**src/rtl/mna_resp_flit_depacketizer.sv**
```systemverilog
// NoC response flit depacketizer: header + payload flits in, AXI-Lite-style read
// beats (through a small FIFO) or a single write response out.
module mna_resp_flit_depacketizer #(
    parameter int DATA_W     = 32,
    parameter int LEN_W      = 8,
    parameter int FIFO_DEPTH = 4
) (
    input  logic              clk,
    input  logic              rst,
    input  logic [DATA_W+4:0] noc_data,
    input  logic              noc_valid,
    output logic              noc_ready,
    output logic [DATA_W-1:0] rd_data,
    output logic [1:0]        rd_resp,
    output logic              rd_last,
    output logic              rd_valid,
    input  logic              rd_ready,
    output logic [1:0]        wr_resp,
    output logic              wr_valid,
    input  logic              wr_ready,
    output logic              proto_err
);
    localparam int AW = $clog2(FIFO_DEPTH);

    typedef enum logic {IDLE, DATA} state_t;
    typedef struct packed {
        logic [DATA_W-1:0] data;
        logic [1:0]        resp;
        logic              last;
    } beat_t;

    state_t           state_q, state_d;
    logic [1:0]       resp_q, resp_d;
    logic [LEN_W-1:0] len_q, len_d;
    logic [LEN_W-1:0] cnt_q, cnt_d;
    logic [1:0]       wr_resp_q, wr_resp_d;
    logic             wr_valid_q, wr_valid_d;
    logic             proto_err_q, proto_err_d;
    logic [AW:0]      wptr_q, wptr_d, rptr_q, rptr_d;
    beat_t            mem_q [FIFO_DEPTH];

    logic [1:0] flit_type;
    logic       is_hdr, is_pay, hdr_rd, wr_slot_free;
    logic       fifo_full, fifo_empty, fire, push, pop, last_beat;
    beat_t      push_beat;

    assign flit_type    = noc_data[DATA_W+4:DATA_W+3];
    assign is_hdr       = (flit_type == 2'b10);
    assign is_pay       = (flit_type == 2'b01);
    assign hdr_rd       = noc_data[0];
    assign wr_slot_free = !wr_valid_q || wr_ready;
    assign fifo_empty   = (wptr_q == rptr_q);
    assign fifo_full    = (wptr_q == {~rptr_q[AW], rptr_q[AW-1:0]});
    assign pop          = !fifo_empty && rd_ready;
    // Compare before increment so len = all-ones never needs an extra counter bit.
    assign last_beat    = (cnt_q == len_q);

    always_comb begin
        if (state_q == IDLE) noc_ready = !(is_hdr && !hdr_rd && !wr_slot_free);
        else                 noc_ready = !fifo_full || rd_ready;
    end

    assign fire = noc_valid && noc_ready;

    always_comb begin
        state_d     = state_q;
        resp_d      = resp_q;
        len_d       = len_q;
        cnt_d       = cnt_q;
        wr_resp_d   = wr_resp_q;
        wr_valid_d  = wr_valid_q && !wr_ready;
        proto_err_d = 1'b0;
        push        = 1'b0;
        push_beat   = '{data: noc_data[DATA_W-1:0], resp: resp_q, last: last_beat};
        if (fire) begin
            case (state_q)
                IDLE: begin
                    if (!is_hdr) begin
                        proto_err_d = 1'b1;
                    end else if (hdr_rd) begin
                        state_d = DATA;
                        resp_d  = noc_data[2:1];
                        len_d   = noc_data[LEN_W+2:3];
                        cnt_d   = '0;
                    end else begin
                        wr_valid_d = 1'b1;
                        wr_resp_d  = noc_data[2:1];
                    end
                end
                default: begin
                    if (!is_pay) begin
                        proto_err_d = 1'b1;
                    end else begin
                        push = 1'b1;
                        if (last_beat) begin
                            state_d = IDLE;
                            cnt_d   = '0;
                        end else begin
                            cnt_d = cnt_q + LEN_W'(1);
                        end
                    end
                end
            endcase
        end
        wptr_d = wptr_q + (AW+1)'(push);
        rptr_d = rptr_q + (AW+1)'(pop);
    end

    always_ff @(posedge clk) begin
        if (rst) begin
            state_q     <= IDLE;
            resp_q      <= '0;
            len_q       <= '0;
            cnt_q       <= '0;
            wr_resp_q   <= '0;
            wr_valid_q  <= 1'b0;
            proto_err_q <= 1'b0;
            wptr_q      <= '0;
            rptr_q      <= '0;
            for (int i = 0; i < FIFO_DEPTH; i++) mem_q[i] <= '0;
        end else begin
            state_q     <= state_d;
            resp_q      <= resp_d;
            len_q       <= len_d;
            cnt_q       <= cnt_d;
            wr_resp_q   <= wr_resp_d;
            wr_valid_q  <= wr_valid_d;
            proto_err_q <= proto_err_d;
            wptr_q      <= wptr_d;
            rptr_q      <= rptr_d;
            if (push) mem_q[wptr_q[AW-1:0]] <= push_beat;
        end
    end

    assign rd_valid  = !fifo_empty;
    assign rd_data   = mem_q[rptr_q[AW-1:0]].data;
    assign rd_resp   = mem_q[rptr_q[AW-1:0]].resp;
    assign rd_last   = mem_q[rptr_q[AW-1:0]].last;
    assign wr_resp   = wr_resp_q;
    assign wr_valid  = wr_valid_q;
    assign proto_err = proto_err_q;
endmodule

```
**config.mk**
```make
export PLATFORM = sky130hd
export DESIGN_NAME = mna_resp_flit_depacketizer
export DESIGN_NICKNAME = d
export VERILOG_FILES = /design/src/rtl/mna_resp_flit_depacketizer.sv
export SDC_FILE = /design/constraint.sdc
export NUM_CORES = 1
export LEC_CHECK = 0
export CORE_MARGIN = 2
export CORE_UTILIZATION = 51
export DETAILED_ROUTE_END_ITERATION = 16
export GPL_TIMING_DRIVEN = 0
export PLACE_DENSITY = 0.85
export SLEW_MARGIN = 5
export SYNTH_ARGS = -nofsm -noshare
export SYNTH_HDL_FRONTEND = slang
export SYNTH_SLANG_ARGS = --single-unit
```
**constraint.sdc**
```tcl
create_clock -name clk -period 4.2 [get_ports clk]
set_input_delay 0.84 -clock clk [delete_from_list [all_inputs] [get_ports clk]]
set_output_delay 0.84 -clock clk [all_outputs]
set_load 0.005 [all_outputs]
```
==> results.cfg, run 1 <==
[drt]
drc_errors = 0
avgRoutedWirePerCell_um = 19.66
ant_nets = 0
num_vias = 4417
wirelength_mm = 15.45
dr.pass1.iters = 5
via_per_inst = 5.620
drtIter0Drc = 469

[sta]
setup_tns_ns = 0
rsz0062_at_grt = no
post-route-period-util = 0.8022
finalMaxSlewViolations = 0
skew_ns = 0.004800
finalSetupViolCount = 0
fin_crit_ns = 3.369
worst_pin_slew_ns = 1.000
fmax_ghz = 0.2968
worst_hold_slack_ns = 0.5101
hold_viol_final = 0
slew_headroom = 0.3330

[critical_path]
crit_type = input pin to primary output
r2r_cells = 6
rr_startpoint = rptr_q[1]
rrSetupSlack_ns = 1.18
cp-start-kind = input pin
cp_max_fo = 7
end_kind = primary output
required_ns = 3.36
crit_arrival_ns = 2.53
rr_endpoint = mem_q[2][15]

[clocking]
postCtsSetupBuffers = 0
cts.sinks = 169
ctsHoldBuffers = 0
cts.clk_slew.worst_paths_ns = 0.06
cts.htree.levels = 4
cts_max_path_buffers = 2
post_cts_resized = 0
cts_buffers = 17
root_buffer = clkbuf_16
cts_tree = yes
insertion_delay_ns = 0.43

[final_layout]
n_fill_cell = 1004
drive_above_1_share = 0.1429
final_cells = 786
nets = 637
seqCellArea_um2 = 4785
multi_input_area_um2 = 2517
syn2layout_area_growth_pct = 21.80
utilization = 0.6300
n_antenna_cell = 0

[global_route]
gr-total-overflow = 0
grt_usage = 0.2096
antenna_found_initial = 0
grt_max_degree = 36
grt_pass1_vias = 4759
grt_pass1_wl_mm = 24.86

[run]
drv_cap = 0

[floorplanning]
row_count = 44
ioPinCount = 83
die-area_um2 = 15550
start_util = 0.5172
die_w_um = 124.7
coreArea_um2 = 14370
die_y_um = 124.7

[min_path]
hp-start = wr_resp[0]
worstHoldPathCells = 2
hold_end = wr_resp[0]
hp-class = flip-flop to flip-flop

[synth]
syn_area_um2 = 7432
syn_avg_cell_area_um2 = 15.14
seq_area_frac_synth = 0.6438
yosys_warnings = 0
syn_nets = 538
ys_ff_latch = 169
synth_cell_type_count = 43
syn_inst = 491

[place]
dp_cells = 755
placement.io_buffers = 78
routabilityCongestion = 0.8451
dpl.hpwl_mm = 10.00

[status]
outcome = finished clean

[pwr]
p_per_area_nw_per_um2 = 395.9
leakage_uw = 0.003407
vdd_ir_drop_max_mv = 0.3104
## final cells by class
cell class,instances,share of cell area
well taps,184,0.02543
flip-flops and latches,169,0.5285
inverters,4,0.001659
clock buffers,19,0.04782
plain buffers,25,0.01424
repair buffers,80,0.08956
clock inverters,12,0.01465
multi-input cells,293,0.2781
## through the flow
stage	power [uW]	cell area (um2)	setup slack, ns
2_1_floorplan	1976	7437	0.7884
3_3_place_gp	2081	8448	-0.8975
3_5_place_dp	2093	8487	0.4601
4_1_cts	3594	9052	0.8313
5_1_grt	3667	9052	0.6904
6_report	3584	9052	0.8308
## critical path, stage by stage
cell and delay [ns]:
clkdlybuf4s50_1 0.52, nor4b_1 0.39, nand2b_1 0.14, and2_1 0.20, clkdlybuf4s50_1 0.45
## worst max path at each step
stage / start / end / slack, ns / depth (start not counted)
after floorplan: wr_ready / mem_q[3][0] / 0.79 / 5
after detailed placement: noc_data[35] / mem_q[2][23] / 0.46 / 5
after global placement: noc_data[0] / mem_q[3][16] / -0.90 / 6
final: noc_data[0] / noc_ready / 0.83 / 5
after global routing: noc_data[0] / noc_ready / 0.69 / 5
after CTS: noc_data[0] / noc_ready / 0.83 / 5
## cells by family after synthesis
family | Yosys count | synth area share
and+or+nand+nor | 207 | 0.1705
DFF | 169 | 0.6438
muxes | 47 | 0.1222
buffers and inverters | 29 | 0.01936
AOI/OAI and AO/OA | 21 | 0.02037
xor gates and xnor gates | 13 | 0.01532
adders and majority gates | 5 | 0.008418
## layer usage
layer / share of wire / routed length, um / global-route usage / up-vias
met5: 0 / 0 / 0 / -
met4: 0.020 / 306 / 0.07667 / 0
met3: 0.061 / 943 / 0.04811 / 24
met2: 0.52 / 8036 / 0.3652 / 161
met1: 0.40 / 6165 / 0.2560 / 2231
li1: - / - / - / 2001
## Yosys cell counts
library cell	instances	area, um2
nand2_1	12	45.04
inv_1	4	15.01
nor2b_1	6	37.54
nor3b_1	1	7.510
nor4b_1	1	8.760
clkbuf_2	3	15.01
xor2_1	10	87.58
a221o_1	1	10.01
xnor2_1	3	26.28
nand4_1	1	6.260
or2_2	3	18.77
buf_6	3	33.78
and3b_1	1	8.760
nor2_1	19	71.32
a22o_1	1	8.760
dfxtp_1	29	580.6
and4_4	1	11.26
nand2b_1	3	18.77
clkbuf_1	14	52.55
o31ai_1	1	7.510
buf_2	4	20.02
edfxtp_1	140	4204
and2_1	138	863.3
and3_1	2	12.51
buf_4	1	7.510
mux2i_1	12	120.1
a21o_1	1	7.510
mux4_2	35	788.3
o41a_1	1	11.26
nor4_1	2	12.51
a211oi_1	2	15.01
or4_4	1	11.26
o21ai_0	5	25.02
nand4_4	1	21.27
or3_1	2	12.51
nor3b_2	2	25.02
nand3_1	8	40.04
a21oi_1	4	20.02
o211ai_1	4	30.03
nor4_2	2	25.02
nor3_2	1	10.01
ha_1	5	62.56
a41oi_2	1	16.27
## layout by cell type, fill, tap and decap left out, types with 2 or more instances in the layout
cell type and n:
nor2_1 19, and3_1 2, xnor2_1 3, xor2_1 10, clkbuf_2 3, buf_6 3, clkinv_2 4, dfxtp_1 29
nor4_2 2, a211oi_1 2, ha_1 5, nor3b_2 2, buf_8 2, clkinv_1 4, nor4_1 2, o21ai_0 5
mux4_2 35, nor2b_1 6, clkbuf_1 16, o211ai_1 4, or2_2 3, a21oi_1 4, inv_1 4, or3_1 2
bufinv_16 3, nand2_1 12, nand3_1 8, clkbuf_16 17, clkdlybuf4s50_1 78, mux2i_1 12, edfxtp_1 140, and2_1 138
nand2b_1 3, buf_2 4
## power breakdown
part	total (uW)	leakage, uW	internal [uW]	switching [uW]
sequential	1870	0.00168	1860	14.9
clock	1530	0.000276	918	610
combinational	181	0.00145	91.9	89.3
## registers in the layout, summed over array words and instances, names as in the netlist
name / cells
resp_q: 2
wr_valid: 1
wptr_q: 3
cnt_q: 8
wr_resp: 2
len_q: 8
mem_q: 140
rptr_q: 3
state_q: 1
proto_err: 1
Note: power is estimated with default switching activity, not from simulation.
==> run 2, diff against run 1 <==
Clock period 4.2 ns to 2.96 ns, I/O delays scaled along.
==> run 2 against run 1 <==
  * Register-to-register slack got worse by 1.0 ns
  * Sequential cell count unchanged
  * First-iteration DRC count decreased by 20%
  * Routed wire length decreased by 2.2%
  * Setup slack got worse by 0.71 ns
  * Critical endpoint is now rd_data[16]
  * Hold slack improved by 0.0087 ns
  * Largest power group unchanged
==> results.cfg, run 2 (synthesis results as in run 1) <==
[run]
drv_cap = 0

[final_layout]
nets = 638
top_register = mem_q
utilization = 0.6314
syn2layout_area_growth_pct = 22.07
drive_above_1_share = 0.1509
final_common_cell = edfxtp_1
largest_reg_flops = 140
reg.largest.list = mem_q: 140 flops, cnt_q: 8 flops, len_q: 8 flops
layout_common_cells = edfxtp_1, and2_1, clkdlybuf4s50_1
n_antenna_cell = 0

[floorplanning]
die_y_um = 124.7
ioPinCount = 83
start_util = 0.5172
row_count = 44
die-area_um2 = 15550
die_w_um = 124.7
coreArea_um2 = 14370

[drt]
ant_nets = 0
num_vias = 4352
drtIter0Drc = 376
drc_errors = 0
avgRoutedWirePerCell_um = 19.21
dr.pass1.iters = 5
via_per_inst = 5.530
wirelength_mm = 15.12

[critical_path]
required_ns = 2.37
rr_endpoint = mem_q[2][9]
rr_startpoint = rptr_q[0]
r2r_cells = 7
rrSetupSlack_ns = 0.13
cp-startpoint = rptr_q[0]
crit_type = flip-flop to primary output
cp-start-kind = flip-flop
crit_arrival_ns = 2.25
end_kind = primary output
cp_max_fo = 10

[clocking]
cts.clk_slew.worst_paths_ns = 0.06
insertion_delay_ns = 0.43
root_buffer = clkbuf_16
cts_max_path_buffers = 2
cts_buffers = 17
ctsHoldBuffers = 0
cts.htree.levels = 4
cts.sinks = 169
cts_tree = yes

[sta]
post-route-period-util = 0.9595
worst_hold_slack_ns = 0.5188
fmax_ghz = 0.3521
fin_crit_ns = 2.840
slew_headroom = 0.4859
finalMaxSlewViolations = 0
finalSetupViolCount = 0
hold_viol_final = 0
worst_slack_ns = 0.1198
skew_ns = 0.008044
worst_pin_slew_ns = 0.7711

[place]
place_ws_ns = -0.5104
dpl.hpwl_mm = 9.723
routabilityCongestion = 0.8516
placement.io_buffers = 78

[pwr]
leakage_uw = 0.003413
p_per_area_nw_per_um2 = 539.9
vdd_ir_drop_max_mv = 0.4445
power_uw = 4898

[global_route]
grt_pass1_vias = 4605
grt_pass1_wl_mm = 23.47
grt_usage = 0.1990
gr-total-overflow = 0
antenna_found_initial = 0
grt_max_degree = 36

[min_path]
hp-class = flip-flop to flip-flop
hp-start = len_q[7]
worstHoldPathCells = 2
hold_end = len_q[7]

[status]
outcome = finished clean
run 2: per-layer routing:
layer	up-vias	part of all wire	routed length, um	GRT usage
met2	154	0.53	7951	0.3455
met3	22	0.055	827	0.04897
li1	2000	-	-	-
met1	2176	0.40	6063	0.2430
met4	0	0.018	275	0.07006
met5	-	0	0	0
run 2: worst max path at each step:
stage	endpoint	slack [ns]	depth (start not counted)
floorplan	mem_q[3][0]	0.41	6
global placement	mem_q[3][16]	-0.78	6
detailed placement	mem_q[2][16]	-0.51	5
CTS	noc_ready	0.005	5
global route	mem_q[2][16]	-0.01	7
finish	rd_data[16]	0.12	4
run 2: timing repair:
action                                  4_1_cts  5_1_grt
setup buffers                                 0        1
endpoints found under the hold margin         0        0
pin swaps                                     0        1
endpoints found under the setup margin      136       18
gates resized for setup                      10        4
run 2: metrics by stage:
step	area (um2)	cells	setup TNS (ns)
6_report	9072	787	0
3_5_place_dp	8499	755	-49.82
2_1_floorplan	7446	491	0
5_1_grt	9072	787	-0.1039
4_1_cts	9040	786	0
3_3_place_gp	8457	753	-73.26
run 2: cell type report:
| type | count | area (um2) |
|---|---|---|
| buffer | 25 | 150.1 |
| clock buffer | 20 | 436.7 |
| clock inverter | 11 | 82.58 |
| fill | 1014 | 5296 |
| inverter | 4 | 15.01 |
| multi-input combinational | 293 | 2527 |
| sequential | 169 | 4785 |
| tap | 184 | 230.2 |
| timing repair buffer | 81 | 845.8 |
run 2: worst max-delay path, cell delays in order (launching register included):
cell and delay [ns]:
dfxtp_1 0.36, buf_6 0.18, buf_4 0.26, mux4_2 0.55
clkdlybuf4s50_1 0.46
run 2: power breakdown:
part           switching [uW]  total, uW  leakage (uW)  internal (uW)
clock network             845       1980      0.000252           1130
registers                21.1       2660       0.00168           2640
logic                     126        261       0.00148            134
total                     992       4900       0.00341           3910
==> run 3, diff against run 2 <==
Settings changed: GPL_TIMING_DRIVEN 0 to not set, REMOVE_ABC_BUFFERS set to 1.
==> run 3 against run 2 <==
  * Sequential cell count did not move
  * Via count grew 0.90%
  * Clock-buffer cell count increased by 1
  * Final cell count shrank 1.1%
  * Maximum frequency fell by 0.93%
  * Utilization increased by 0.078 points
  * Critical path depth unchanged
  * Sequential power about the same
  * Non-clock buffer count fell by 10
  * Clock power hardly changed
  * Largest cell class unchanged
==> results.cfg, run 3 (synthesis results as in run 1) <==
[sta]
skew_ns = 0.009187
worst_slack_ns = 0.09306
finalSetupViolCount = 0
setup_tns_ns = 0
slew_headroom = 0.6234
rsz0062_at_grt = no
fmax_ghz = 0.3488
finalMaxSlewViolations = 0
worst_hold_slack_ns = 0.5037
worst_pin_slew_ns = 0.5649
fin_crit_ns = 2.867
post-route-period-util = 0.9686
hold_viol_final = 0

[place]
routabilityCongestion = 0.8039
dpl.hpwl_mm = 9.073
dp_cells = 746
placement.io_buffers = 79
place_ws_ns = 0.1117

[pwr]
combPwrFrac = 0.055
switching_share = 0.2038
switchingPower_uw = 1003
p_per_area_nw_per_um2 = 541.7
clkPwrFrac = 0.405
p_int_uw = 3918
leakage_uw = 0.003402
seqPwrFrac = 0.540
vdd_ir_drop_max_mv = 0.3661

[global_route]
gr-total-overflow = 0
grt_max_degree = 39
grt_pass1_vias = 4703
antenna_found_initial = 0
grt_pass1_wl_mm = 24.18
grt_usage = 0.2026

[critical_path]
rr_startpoint = rptr_q[0]
rr_endpoint = mem_q[2][4]
end_kind = primary output
cpLargestDelayFamily = simple AND/OR/NAND/NOR gates
slowest_stage = dfxtp_2
r2r_cells = 7
cp_max_fo = 9
cp-startpoint = rptr_q[0]
critPathBufInv = 1
rrSetupSlack_ns = 0.55
required_ns = 2.37
cpPeakStageDelay_ns = 0.56
crit_path_cell_trace = xor2_1 -> or4_4 -> and2_1 -> clkdlybuf4s50_1
crit_arrival_ns = 2.27
cp-start-kind = flip-flop
crit_type = flip-flop to primary output

[min_path]
hold_end = wr_resp[1]
hp-start = wr_resp[1]
worstHoldPathCells = 2
hp-class = flip-flop to flip-flop

[clocking]
cts_tree = yes
ctsHoldBuffers = 0
post_cts_resized = 0
root_buffer = clkbuf_16
insertion_delay_ns = 0.42
postCtsSetupBuffers = 0
cts.clk_slew.worst_paths_ns = 0.06
cts.sinks = 169
cts_max_path_buffers = 2
cts.htree.levels = 4
cts_buffers = 17

[status]
outcome = finished clean

[final_layout]
layout_common_cells = edfxtp_1, and2_1, clkdlybuf4s50_1
final_cells = 778
largest_reg_flops = 140
final_common_cell = edfxtp_1
reg.largest.list = mem_q: 140 flops, cnt_q: 8 flops, len_q: 8 flops
top_register = mem_q
n_antenna_cell = 0
nets = 628
drive_above_1_share = 0.1532
syn2layout_area_growth_pct = 22.22

[drt]
drtIter0Drc = 490
num_vias = 4391
via_per_inst = 5.644
dr.pass1.iters = 5
drc_errors = 0
avgRoutedWirePerCell_um = 19.72
wirelength_mm = 15.35
ant_nets = 0

[run]
drv_cap = 0

[floorplanning]
ioPinCount = 83
start_util = 0.5172
die_w_um = 124.7
die_y_um = 124.7
coreArea_um2 = 14370
row_count = 44
die-area_um2 = 15550
[run 3: worst max-delay path by stage]
stage             endpoint  slack (ns)  depth (start not counted)
2_1_floorplan  mem_q[3][0]       -2.52                          5
3_3_place_gp     noc_ready        0.17                          5
3_5_place_dp     noc_ready        0.11                          5
4_1_cts          noc_ready        0.06                          4
5_1_grt          noc_ready        0.01                          4
6_report         noc_ready        0.09                          4
[run 3: tightest hold or removal path: cells and delay by family, from the launching register on]
kind | cells | cell delay, ns
DFF | 1 | 0.33
muxes | 1 | 0.07
and+or+nand+nor | 1 | 0.07
[run 3: per-stage QoR]
step / util / power (uW) / cell area (um2)
after floorplan: - / 2799 / 7303
after CTS: 0.6322 / 4951 / 9084
after global placement: 0.5959 / 2968 / 8562
after global routing: 0.6322 / 5084 / 9084
final: 0.6322 / 4921 / 9084
after detailed placement: 0.5959 / 2982 / 8562
[run 3: power groups by stage]
stage          Combinational [uW]  Sequential [uW]  Clock [uW]
6_report                      269             2660        1990
5_1_grt                       288             2660        2130
4_1_cts                       272             2660        2020
3_5_place_dp                  271             2710           0
3_3_place_gp                  265             2700           0
2_1_floorplan                93.7             2700           0
[run 3: cell type report]
class	count	area, um2
timing repair buffer	96	993.5
multi-input combinational	293	2536
clock inverter	11	81.33
sequential	169	4787
tap	184	230.2
inverter	4	15.01
clock buffer	21	440.4
fill	1021	5285
[run 3: metal layers]
layer	track usage	wire length (um)	vias to the layer above
li1	-	-	1981
met1	0.2662	6380	2233
met2	0.3375	7937	157
met3	0.05369	860	20
met4	0.05288	167	0
met5	0	0	-
